### config.mk
export PLATFORM = sky130hd
export DESIGN_NAME = nibble_frame_rx
export DESIGN_NICKNAME = d
export VERILOG_FILES = /design/src/rtl/nibble_frame_rx_pkg.sv /design/src/rtl/nibble_frame_rx_shreg.sv /design/src/rtl/nibble_frame_rx.sv
export SDC_FILE = /design/constraint.sdc
export NUM_CORES = 1
export LEC_CHECK = 0
export BUFFER_PORTS_ARGS = -buffer_cell sky130_fd_sc_hd__buf_2
export CAP_MARGIN = 20
export CORE_UTILIZATION = 50
export CTS_CLUSTER_DIAMETER = 100
export DETAILED_ROUTE_END_ITERATION = 10
export HOLD_SLACK_MARGIN = 0.1
export PLACE_DENSITY = 0.66
export REMOVE_ABC_BUFFERS = 1
export SYNTH_ARGS = -nofsm -noshare
export SYNTH_HDL_FRONTEND = slang
export SYNTH_SLANG_ARGS = --single-unit
### constraint.sdc
create_clock -name clk -period 2.4 [get_ports clk]
set_input_delay 0.12 -clock clk [delete_from_list [all_inputs] [get_ports clk]]
set_output_delay 0.12 -clock clk [all_outputs]
set_load 0.01 [all_outputs]
### src/rtl/nibble_frame_rx_pkg.sv
// nibble_frame_rx_pkg: shared constants, FSM states and the MSB-first frame bit order
package nibble_frame_rx_pkg;
  localparam int NIB_W      = 4;
  localparam int NUM_NIB    = 4;
  localparam int FRAME_BITS = NIB_W * NUM_NIB;
  localparam int CNT_W      = $clog2(FRAME_BITS);

  typedef enum logic [1:0] {IDLE, SHIFT, PARITY, GAP} state_e;

  // Wire bit k of a frame is f[FRAME_BITS-1-k]: word A first, each word MSB first.
  function automatic logic [NIB_W-1:0] frame_word(input logic [FRAME_BITS-1:0] f, input int i);
    return f[FRAME_BITS-1-i*NIB_W -: NIB_W];
  endfunction
endpackage

### src/rtl/nibble_frame_rx_shreg.sv
// nibble_frame_rx_shreg: frame shift register with running parity, clear and enable
module nibble_frame_rx_shreg
  import nibble_frame_rx_pkg::*;
(
  input  logic                  clk,
  input  logic                  rst_n,
  input  logic                  en,
  input  logic                  clr,
  input  logic                  din,
  output logic [FRAME_BITS-1:0] data,
  output logic                  par
);
  logic [FRAME_BITS-1:0] data_q, data_d;
  logic                  par_q, par_d;

  // Clear takes effect first so clr+en starts a fresh frame with din as bit 0.
  always_comb begin
    data_d = clr ? '0 : data_q;
    par_d  = clr ? 1'b0 : par_q;
    if (en) begin
      data_d = {data_d[FRAME_BITS-2:0], din};
      par_d  = par_d ^ din;
    end
  end

  // Shift register and parity state.
  always_ff @(posedge clk or negedge rst_n) begin
    if (!rst_n) begin
      data_q <= '0;
      par_q  <= 1'b0;
    end else begin
      data_q <= data_d;
      par_q  <= par_d;
    end
  end

  assign data = data_q;
  assign par  = par_q;
endmodule

### src/rtl/nibble_frame_rx.sv
// nibble_frame_rx: serial four-nibble frame receiver with parity and framing checks
module nibble_frame_rx
  import nibble_frame_rx_pkg::*;
#(
  parameter bit PARITY_EN = 1'b1
) (
  input  logic       clk,
  input  logic       rst_n,
  input  logic       transmit,
  input  logic       transmit_data,
  output logic [3:0] recevA,
  output logic [3:0] recevB,
  output logic [3:0] recevC,
  output logic [3:0] recevD,
  output logic       received,
  output logic       parity_err,
  output logic       frame_err,
  output logic       busy
);
  state_e                state_q, state_d;
  logic [CNT_W-1:0]      cnt_q, cnt_d;
  logic [FRAME_BITS-1:0] recev_q, recev_d;
  logic                  rcv_q, rcv_d, perr_q, perr_d, ferr_q, ferr_d;
  logic                  shift_en, shift_clr, commit;
  logic [FRAME_BITS-1:0] sh_data, frame_nxt;
  logic                  sh_par;

  nibble_frame_rx_shreg u_shreg (
    .clk  (clk),
    .rst_n(rst_n),
    .en   (shift_en),
    .clr  (shift_clr),
    .din  (transmit_data),
    .data (sh_data),
    .par  (sh_par)
  );

  // Without parity the commit happens while bit 15 is still on the wire, so include it.
  assign frame_nxt = PARITY_EN ? sh_data : {sh_data[FRAME_BITS-2:0], transmit_data};

  // Next-state, bit counter, shift control and registered pulse outputs.
  always_comb begin
    state_d   = state_q;
    cnt_d     = cnt_q;
    shift_en  = 1'b0;
    shift_clr = 1'b0;
    commit    = 1'b0;
    perr_d    = 1'b0;
    ferr_d    = 1'b0;
    case (state_q)
      IDLE: begin
        shift_clr = 1'b1;
        if (transmit) begin
          shift_en = 1'b1;
          cnt_d    = CNT_W'(1);
          state_d  = SHIFT;
        end
      end
      SHIFT: begin
        if (!transmit) begin
          shift_clr = 1'b1;
          ferr_d    = 1'b1;
          cnt_d     = '0;
          state_d   = IDLE;
        end else begin
          shift_en = 1'b1;
          cnt_d    = cnt_q + 1'b1;
          if (cnt_q == CNT_W'(FRAME_BITS - 1)) begin
            cnt_d = '0;
            if (PARITY_EN) state_d = PARITY;
            else begin
              commit  = 1'b1;
              state_d = GAP;
            end
          end
        end
      end
      PARITY: begin
        if (!transmit) begin
          shift_clr = 1'b1;
          ferr_d    = 1'b1;
          state_d   = IDLE;
        end else begin
          state_d = GAP;
          commit  = (transmit_data == sh_par);
          perr_d  = (transmit_data != sh_par);
        end
      end
      GAP: state_d = transmit ? GAP : IDLE;
      default: state_d = IDLE;
    endcase
    rcv_d   = commit;
    recev_d = commit ? frame_nxt : recev_q;
  end

  // State, counter, holding registers and status pulses.
  always_ff @(posedge clk or negedge rst_n) begin
    if (!rst_n) begin
      state_q <= IDLE;
      cnt_q   <= '0;
      recev_q <= '0;
      rcv_q   <= 1'b0;
      perr_q  <= 1'b0;
      ferr_q  <= 1'b0;
    end else begin
      state_q <= state_d;
      cnt_q   <= cnt_d;
      recev_q <= recev_d;
      rcv_q   <= rcv_d;
      perr_q  <= perr_d;
      ferr_q  <= ferr_d;
    end
  end

  assign recevA     = frame_word(recev_q, 0);
  assign recevB     = frame_word(recev_q, 1);
  assign recevC     = frame_word(recev_q, 2);
  assign recevD     = frame_word(recev_q, 3);
  assign received   = rcv_q;
  assign parity_err = perr_q;
  assign frame_err  = ferr_q;
  assign busy       = (state_q == SHIFT) || (state_q == PARITY);
endmodule

==> results.md, run 1 <==
* Status: complete, no violations
* Core box area at 0.00347 mm2
* I/O Pins at 24
* Area of placed instances at 0.00199 mm2
* Area of the multi-input gates at 749 um2
* Setup Buffers After CTS at 0
* WL per Instance at 13.8 um
* Worst hold endpoint: u_shreg.data[0]
* Cell variety after synth at 31
* Final core occ at 0.609
* Type of the worst min-delay path: in -> reg
* Combinational share of power at 0.232
* First-pass GRT wire length at 5.93 mm
* R2R cell count at 5
* Initial DRC count at 59
* Clock Latency Late Sink at 0.29 ns
* Hold depth at 3
* Clock power share at 0.309
* Total net switching power at 0.568 mW
* Initial antenna violation count at 0
* Vias per cell at 5.24
* Unrepaired setup endpoints after global routing: no
* Worst Path Required at 2.58 ns
* Worst Path Max Fanout at 17
* # DRC at 0
* Root Buffer: clkbuf_8
* Initial cell density of the core at 0.543
* Setup Viol. Count Final at 0
* Ant diodes at 0
* Largest net degree at the start of global routing at 43
* Pint at 1.20 mW
* Sink Count at 42
* Crit path from: state_q[0]
* MaxCap Viol Count at 0
* Critical R2R Launch: state_q[0]
* Fin area at 0.00211 mm2
* Top FF cell, synth: dfrtp_1
* Maximum vdd ir drop at 0.000495 V
* Worst-Margin Slew at 0.896 ns
* Vias in the first global route at 1286
* PortBufs at 23
* Sw frac at 0.321
* Final ANT Viol Nets at 0
* HP Start: transmit_data
* Clk_skew at 0.00605 ns
* Layout cell share with drive strength beyond 1 at 0.277
* R2r endpoint: recev_q[2]
* CTS Buffer Depth at 2
* Fmax at 557 MHz
* Die width at 63.4 um
* TritonRoute pass-1 iters at 4
* Total number of vias at 1242
* H-tree levels at 2
* Leakage at 1.02 nW
* Gpl congestion at 0.762
* Aggregate global routing overflow at 0
* Yosys warnings at 0
* Count of pins over their slew limit at 0
* Post-route clock period utilization at 0.748
* Post-synthesis async set-or-reset flop share at 1.00
* Die Ht at 63.4 um
* Num CTS Buffers at 5
* Crit. End Element: flop
* Total GRT Usage at 0.194
* Reg clk slew, reported paths at 0.08 ns
* Area leader, netlist: dfrtp_1
* Type of the worst setup path: reg -> reg
* EDFF count, synth at 0
* Cell area power density at 838 mW/mm2
* Reg-to-reg slack, setup at 0.60 ns
* Die ar. at 0.00401 mm2
* Endpoints failing hold at 0
* Post-synthesis cell area at 0.00188 mm2
* Final #Nets at 199
* Worst EP arrival at 1.98 ns
* Synth Instances at 167
* Setup crit start kind: flop
* Num rows at 21
* Placed wire-length estimate at 2.21 mm
* Count leader, synth: dfrtp_1
* Min cycle time layout at 1.80 ns
* TNS Setup at 0 ns
* Area grow syn2layout at 12.2%
* Post-synthesis register bit count at 42
* Area contributors post-synth: dfrtp_1 56%, nand2_1 7.6%, mux2_4 7.2%
* CTS tree: built
* List of most frequent post-synthesis cells: 42 x dfrtp_1, 38 x nand2_1, 17 x a21oi_1, 9 x mux2_4
* Fill cells at 301
* Yosys top cell area share at 0.559
* Mean Syn Cell Area at 11.3 um2
* Register area at 0.00105 mm2
* Routed WL at 3.28 mm
* Sequential Power Share at 0.458
* Worst relative slew slack at 0.403
* Seq/Total Area, Yosys at 0.559
## critical path, cell delays in order, from the launching register on
cell and delay, ns:
dfrtp_1 0.40, inv_1 0.11, ha_1 0.17, nand2_1 0.10, nor2_4 0.49, mux2_2 0.41
## power by group through the flow
stage          clock network, mW  registers [mW]  logic [mW]
6_report                   0.547           0.811       0.412
5_1_grt                    0.592           0.821       0.473
4_1_cts                    0.560           0.812       0.420
3_5_place_dp                   0           0.826       0.417
3_3_place_gp                   0           0.822       0.403
2_1_floorplan                  0           0.820       0.299
## area by class of cell
| type | instances | area share |
|---|---|---|
| repair buffers | 24 | 0.0592 |
| clock buffers | 6 | 0.0344 |
| flip-flops and latches | 42 | 0.498 |
| well taps | 46 | 0.0273 |
| multi-input cells | 112 | 0.355 |
| clock inverters | 2 | 0.0178 |
| inverters | 5 | 0.00889 |
## worst max path at each step
| stage | endpoint | slack, ns |
|---|---|---|
| after detailed placement | recev_q[0] | 0.60 |
| final | recev_q[2] | 0.60 |
| after global placement | recev_q[3] | 0.67 |
| after CTS | u_shreg.par | 0.60 |
| after global routing | u_shreg.data[13] | 0.43 |
| after floorplan | recev_q[0] | 0.81 |
## cells by family after synthesis
group | share of synthesized area
adder cells (fa/ha/maj) | 0.0332
AO/OA/AOI/OAI | 0.108
AND/OR/NAND/NOR | 0.124
XOR/XNOR | 0.0133
flip-flops | 0.559
multiplexers | 0.119
buffers and inverters | 0.0432
## registers in the layout, summed over array words and instances, names as in the netlist
| signal | flops |
|---|---|
| u_shreg.data | 16 |
| recev_q | 16 |
| received | 1 |
| cnt_q | 4 |
| frame_err | 1 |
| state_q | 2 |
| u_shreg.par | 1 |
| parity_err | 1 |
## placed cells by master (no fill, tap or decap), types with 2 or more instances in the layout
master | Yosys | final
mux2_4 | 9 | 9
mux2_2 | 7 | 7
a21oi_1 | 17 | 17
o21ai_0 | 6 | 6
nor2_1 | 7 | 7
nand2_1 | 38 | 38
ha_1 | 5 | 5
clkbuf_8 | 0 | 5
nand3_1 | 3 | 3
nor2_4 | 2 | 2
o211ai_1 | 2 | 2
inv_1 | 4 | 4
nor2b_1 | 2 | 2
buf_2 | 4 | 23
dfrtp_1 | 42 | 42
## repair_timing
action	4_1_cts	5_1_grt
resized for setup	0	0
endpoints found under the setup margin	0	0
hold buffers	1	0
endpoints found under the hold margin	42	0
## per-layer routing
metal | up-vias | global-route usage | share of wire
met2 | 27 | 0.310 | 0.47
met3 | 7 | 0.0435 | 0.034
met5 | - | 0 | 0
met4 | 0 | 0.0767 | 0.017
met1 | 600 | 0.255 | 0.47
li1 | 608 | - | -
## per-stage QoR
stage	std cells	total power, mW	hold WS, ns	setup slack, ns
finish	237	1.77	0.128	0.605
global route	237	1.89	0.152	0.435
CTS	237	1.79	0.122	0.597
detailed placement	228	1.24	0.306	0.603
global placement	228	1.22	0.288	0.667
floorplan	159	1.12	-0.176	0.810
(Power assumes the default switching activity.)
==> run 2, diff against run 1 <==
PLACE_DENSITY = 0.69   (was 0.66)
clock period = 1.5 ns   (was 2.4 ns; I/O delays follow)
==> results.md, run 2 (synthesis gave the netlist of run 1 again) <==
* Most frequent cells in the layout: 42 x dfrtp_1, 33 x nand2_1, 23 x buf_2 (was 42 x dfrtp_1, 38 x nand2_1, 23 x buf_2)
* Initial cell density of the core at 0.543 (unchanged)
* Die width at 63.4 um (unchanged)
* Setup crit start kind: flop (unchanged)
* Core box area at 0.00347 mm2 (unchanged)
* Maximum vdd ir drop at 0.000730 V (was 0.000495 V)
* Reg clk slew, reported paths at 0.08 ns (about the same)
* Crit. End Element: flop (unchanged)
* Die Ht at 63.4 um (unchanged)
* Ant diodes at 0 (unchanged)
* Setup Viol. Count Final at 22 (was 0)
* Final Worst Setup Slack at -0.0404 ns (was 0.605 ns)
* Final ANT Viol Nets at 0 (unchanged)
* Leakage at 1.21 nW (was 1.02 nW)
* H-tree levels at 2 (unchanged)
* Die ar. at 0.00401 mm2 (unchanged)
* Sink Count at 42 (unchanged)
* Area grow syn2layout at 36.8% (was 12.2%)
* Placed Instances at 242 (was 228)
* First-pass GRT wire length at 7.08 mm (was 5.93 mm)
* Largest net degree at the start of global routing at 43 (unchanged)
* Total GRT Usage at 0.236 (was 0.194)
* Placed wire-length estimate at 2.38 mm (was 2.21 mm)
* Post-route clock period utilization at 1.03 (was 0.748)
* Worst-Margin Slew at 0.267 ns (was 0.896 ns)
* MaxCap Viol Count at 0 (unchanged)
* Num CTS Buffers at 5 (unchanged)
* Gpl congestion at 0.872 (was 0.762)
* Worst Path Required at 1.68 ns (was 2.58 ns)
* Type of the worst setup path: reg -> reg (unchanged)
* Endpoints failing hold at 0 (unchanged)
* I/O Pins at 24 (unchanged)
* WL per Instance at 16.4 um (was 13.8 um)
* Reg-to-reg slack, setup at -0.04 ns (was 0.60 ns)
* TritonRoute pass-1 iters at 4 (unchanged)
* Routed WL at 4.29 mm (was 3.28 mm)
* Root Buffer: clkbuf_8 (unchanged)
* CP cell instances: inv_2 -> ha_4 -> nand2_4 -> nor2_4 -> buf_12 -> buf_16 -> mux2_4 (was inv_1 -> ha_1 -> nand2_1 -> nor2_4 -> mux2_2)
* Largest stage delay on the critical path at 0.40 ns (was 0.49 ns)
* Unrepaired setup endpoints after global routing: yes (was no)
* Failing checks: setup timing
* Clk_skew at 0.0124 ns (was 0.00605 ns)
* Final #Nets at 223 (was 199)
* CTS Buffer Depth at 2 (unchanged)
* Total number of vias at 1416 (was 1242)
* CP max stage cell: dfrtp_1 (was nor2_4)
* Vias per cell at 5.43 (was 5.24)
* # DRC at 0 (unchanged)
* Count of pins over their slew limit at 0 (unchanged)
* Initial DRC count at 71 (was 59)
* Status: complete, but fails checks (was complete, no violations)
* PortBufs at 23 (unchanged)
* Final Hold Slack at 0.139 ns (was 0.128 ns)
* Type of the worst min-delay path: in -> reg (unchanged)
* Layout cell share with drive strength beyond 1 at 0.474 (was 0.277)
* Worst Path Max Fanout at 8 (was 17)
* Num rows at 21 (unchanged)
* Leading cell type in the layout, fill and taps excluded: dfrtp_1 (unchanged)
* Min cycle time layout at 1.54 ns (was 1.80 ns)
* Fmax at 649 MHz (was 557 MHz)
* Final Instance Count excl. Fillers at 261 (was 237)
* Worst relative slew slack at 0.822 (was 0.403)
* Fill cells at 234 (was 301)
* Top delay family on crit path: flip-flops (was simple AND/OR/NAND/NOR gates)
* Vias in the first global route at 1449 (was 1286)
* Worst EP arrival at 1.72 ns (was 1.98 ns)
* Clock Latency Late Sink at 0.30 ns (was 0.29 ns)
* CTS tree: built (unchanged)
* Initial antenna violation count at 0 (unchanged)
* CP bufs+invs at 3 (was 1)
* Aggregate global routing overflow at 0 (unchanged)
* Cell area power density at 1360 mW/mm2 (was 838 mW/mm2)
-- run 2: cell type report --
| class | count | area (um2) | share of cell area |
|---|---|---|---|
| clock inverter | 2 | 37.5 | 0.0146 |
| tap | 46 | 57.6 | 0.0224 |
| clock buffer | 6 | 72.6 | 0.0282 |
| timing repair buffer | 48 | 424 | 0.165 |
| inverter | 5 | 18.8 | 0.00729 |
| sequential | 42 | 1050 | 0.408 |
| multi-input combinational | 112 | 912 | 0.354 |
-- run 2: layer usage --
| layer | track usage | routed length, um | up-vias |
|---|---|---|---|
| met5 | 0 | 0 | - |
| met3 | 0.0652 | 159 | 12 |
| met2 | 0.391 | 2140 | 40 |
| li1 | - | - | 658 |
| met1 | 0.291 | 1900 | 706 |
| met4 | 0.0938 | 95 | 0 |
-- run 2: path summary, 6_finish.rpt --
check,startpoint,endpoint,cells past startpoint
worst min register to register,recev_q[6],recev_q[6],1
worst min-delay path,transmit,frame_err,2
max in group asynchronous,rst_n,state_q[0],3
min in group asynchronous,rst_n,u_shreg.data[9],3
worst max-delay path,state_q[0],recev_q[7],7
worst max register to register,state_q[0],recev_q[7],7
-- run 2: worst reg2reg max path: stages (launching register included) --
cell and delay, ns:
dfrtp_1 0.40, inv_2 0.12, ha_4 0.16, nand2_4 0.06, nor2_4 0.14, buf_12 0.13, buf_16 0.13, mux2_4 0.30
-- run 2: stage by stage --
stage          setup WS, ns  power (mW)  cell area [um2]  TNS, ns   util
2_1_floorplan       -0.0897        1.79             1820    -1.02      -
3_3_place_gp        0.00998        2.26             2160        0  0.623
3_5_place_dp        -0.0594        2.30             2160   -0.562  0.623
4_1_cts             -0.0314        3.39             2530   -0.469  0.730
5_1_grt              -0.100        3.65             2570    -2.00  0.742
6_report            -0.0404        3.49             2570   -0.435  0.742
-- run 2: where the power goes --
group | leakage [nW] | switching [mW] | internal [mW]
logic | 0.583 | 0.673 | 0.609
clock network | 0.0514 | 0.404 | 0.497
registers | 0.577 | 0.0825 | 1.22
total | 1.21 | 1.16 | 2.33
-- run 2: repair_timing --
item	CTS	global route
buffers inserted	5	2
gates resized for setup	31	17
endpoints found under the hold margin	44	0
pin swaps	5	14
setup endpoints to repair	32	39
hold buffers	2	0
gates cloned	3	0
==> run 3, diff against run 2 <==
CORE_UTILIZATION = 33   (was 50)
PLACE_DENSITY = 0.48   (was 0.69)
==> results.md, run 3 (synthesis gave the netlist of run 1 again) <==
* Final Instance Count excl. Fillers at 285 (was 261)
* Reg clk slew, reported paths at 0.08 ns (about the same)
* Post-route clock period utilization at 1.02 (was 1.03)
* PnR Total Power at 3.05 mW (was 3.49 mW)
* MaxCap Viol Count at 0 (unchanged)
* Die Ht at 77.5 um (was 63.4 um)
* Leakage at 1.16 nW (was 1.21 nW)
* Clk_skew at 0.00631 ns (was 0.0124 ns)
* DP Worst Slack at -0.0330 ns (was -0.0594 ns)
* Vias in the first global route at 1298 (was 1449)
* Num rows at 27 (was 21)
* Type of the worst setup path: reg -> reg (unchanged)
* Die width at 77.5 um (was 63.4 um)
* Final Worst Setup Slack at -0.0329 ns (was -0.0404 ns)
* Type of the worst min-delay path: in -> reg (unchanged)
* PortBufs at 23 (unchanged)
* TNS Setup at -0.296 ns (was -0.435 ns)
* Placed Instances at 270 (was 242)
* Sink Count at 42 (unchanged)
* Gpl congestion at 0.851 (was 0.872)
* Aggregate global routing overflow at 0 (unchanged)
* Worst EP arrival at 1.75 ns (was 1.72 ns)
* Vias per cell at 4.72 (was 5.43)
* Sw frac at 0.323 (was 0.332)
* Count of pins over their slew limit at 0 (unchanged)
* Initial antenna violation count at 0 (unchanged)
* Placed wire-length estimate at 2.46 mm (was 2.38 mm)
* Min cycle time layout at 1.53 ns (was 1.54 ns)
* Failing checks: setup timing (unchanged)
* Final #Nets at 221 (was 223)
* First-pass GRT wire length at 6.01 mm (was 7.08 mm)
* Largest net degree at the start of global routing at 23 (was 43)
* Crit. End Element: flop (unchanged)
* CTS Buffer Depth at 2 (unchanged)
* Sequential Power Share at 0.426 (was 0.374)
* Ant diodes at 0 (unchanged)
* Worst Path Max Fanout at 15 (was 8)
* Most frequent cells in the layout: 42 x dfrtp_1, 37 x nand2_1, 23 x buf_2 (was 42 x dfrtp_1, 33 x nand2_1, 23 x buf_2)
* Total number of vias at 1345 (was 1416)
* Worst Path Required at 1.71 ns (was 1.68 ns)
* Total GRT Usage at 0.129 (was 0.236)
* Critical R2R Launch: state_q[0] (unchanged)
* Cell area power density at 1250 mW/mm2 (was 1360 mW/mm2)
* Crit path from: state_q[0] (unchanged)
* Die ar. at 0.00601 mm2 (was 0.00401 mm2)
* Setup crit start kind: flop (unchanged)
* Area of placed instances at 0.00219 mm2 (was 0.00216 mm2)
* Final ANT Viol Nets at 0 (unchanged)
* CTS tree: built (unchanged)
* Combinational share of power at 0.333 (was 0.368)
* Area grow syn2layout at 29.9% (was 36.8%)
* I/O Pins at 24 (unchanged)
* Initial DRC count at 50 (was 71)
* Clock Latency Late Sink at 0.29 ns (was 0.30 ns)
* Endpoints failing hold at 0 (unchanged)
* H-tree levels at 2 (unchanged)
* Maximum vdd ir drop at 0.000710 V (was 0.000730 V)
* Total net switching power at 0.985 mW (was 1.16 mW)
* TritonRoute pass-1 iters at 4 (unchanged)
* Layout cell share with drive strength beyond 1 at 0.399 (was 0.474)
* Setup Viol. Count Final at 21 (was 22)
* Worst-Margin Slew at 0.523 ns (was 0.267 ns)
* Unrepaired setup endpoints after global routing: yes (unchanged)
* Final core occ at 0.444 (was 0.742)
* Pint at 2.06 mW (was 2.33 mW)
* Clock power share at 0.241 (was 0.258)
* Fin area at 0.00244 mm2 (was 0.00257 mm2)
* Fmax at 652 MHz (was 649 MHz)
* Core box area at 0.00551 mm2 (was 0.00347 mm2)
* Root Buffer: clkbuf_8 (unchanged)
* Initial cell density of the core at 0.342 (was 0.543)
* Leading cell type in the layout, fill and taps excluded: dfrtp_1 (unchanged)
* Final Hold Slack at 0.151 ns (was 0.139 ns)
* Num CTS Buffers at 5 (unchanged)
* Status: complete, but fails checks (unchanged)
* # DRC at 0 (unchanged)
* WL per Instance at 12.9 um (was 16.4 um)
* Routed WL at 3.67 mm (was 4.29 mm)
* HP Start: transmit (unchanged)
* Worst relative slew slack at 0.651 (was 0.822)
## run 3: per-layer routing
layer,routed length (um),global-route usage
met5,0,0
met4,51,0.0547
met3,137,0.0412
met2,1780,0.203
met1,1710,0.163
## run 3: power by group through the flow
stage	Clock [mW]	Sequential [mW]	Combinational, mW
final	0.736	1.30	1.01
after global routing	0.826	1.31	1.13
after CTS	0.766	1.30	1.01
after detailed placement	0	1.32	0.946
after global placement	0	1.31	0.939
after floorplan	0	1.31	0.479
## run 3: final timing paths
check	endpoint	slack, ns	cells past startpoint
setup / recovery	u_shreg.data[3]	-0.03	6
hold / removal	parity_err	0.15	3
setup reg to reg	u_shreg.data[3]	-0.03	6
hold reg to reg	cnt_q[3]	0.51	1
max in group asynchronous	u_shreg.data[11]	0.71	3
min in group asynchronous	recev_q[5]	0.29	2
## run 3: what timing repair did
item	4_1_cts	5_1_grt
cloned	0	1
endpoints found under the setup margin	31	39
resized for setup	8	16
buffers inserted	2	2
hold endpoints to repair	22	0
hold buffers	2	0
pin swaps	0	2
## run 3: final cells by class
type,count,area (um2)
clock buffers,7,86.3
clock inverters,1,5.00
repair buffers,46,368
well taps,72,90.1
multi-input cells,112,825
inverters,5,18.8
flip-flops and latches,42,1050
fillers,509,3060
## run 3: critical path, cell delays in order (launching register included)
cell and delay, ns:
dfrtp_1 0.41, inv_2 0.10, ha_2 0.28, nor2b_1 0.16
o21ba_4 0.23, buf_12 0.15, a21oi_1 0.13
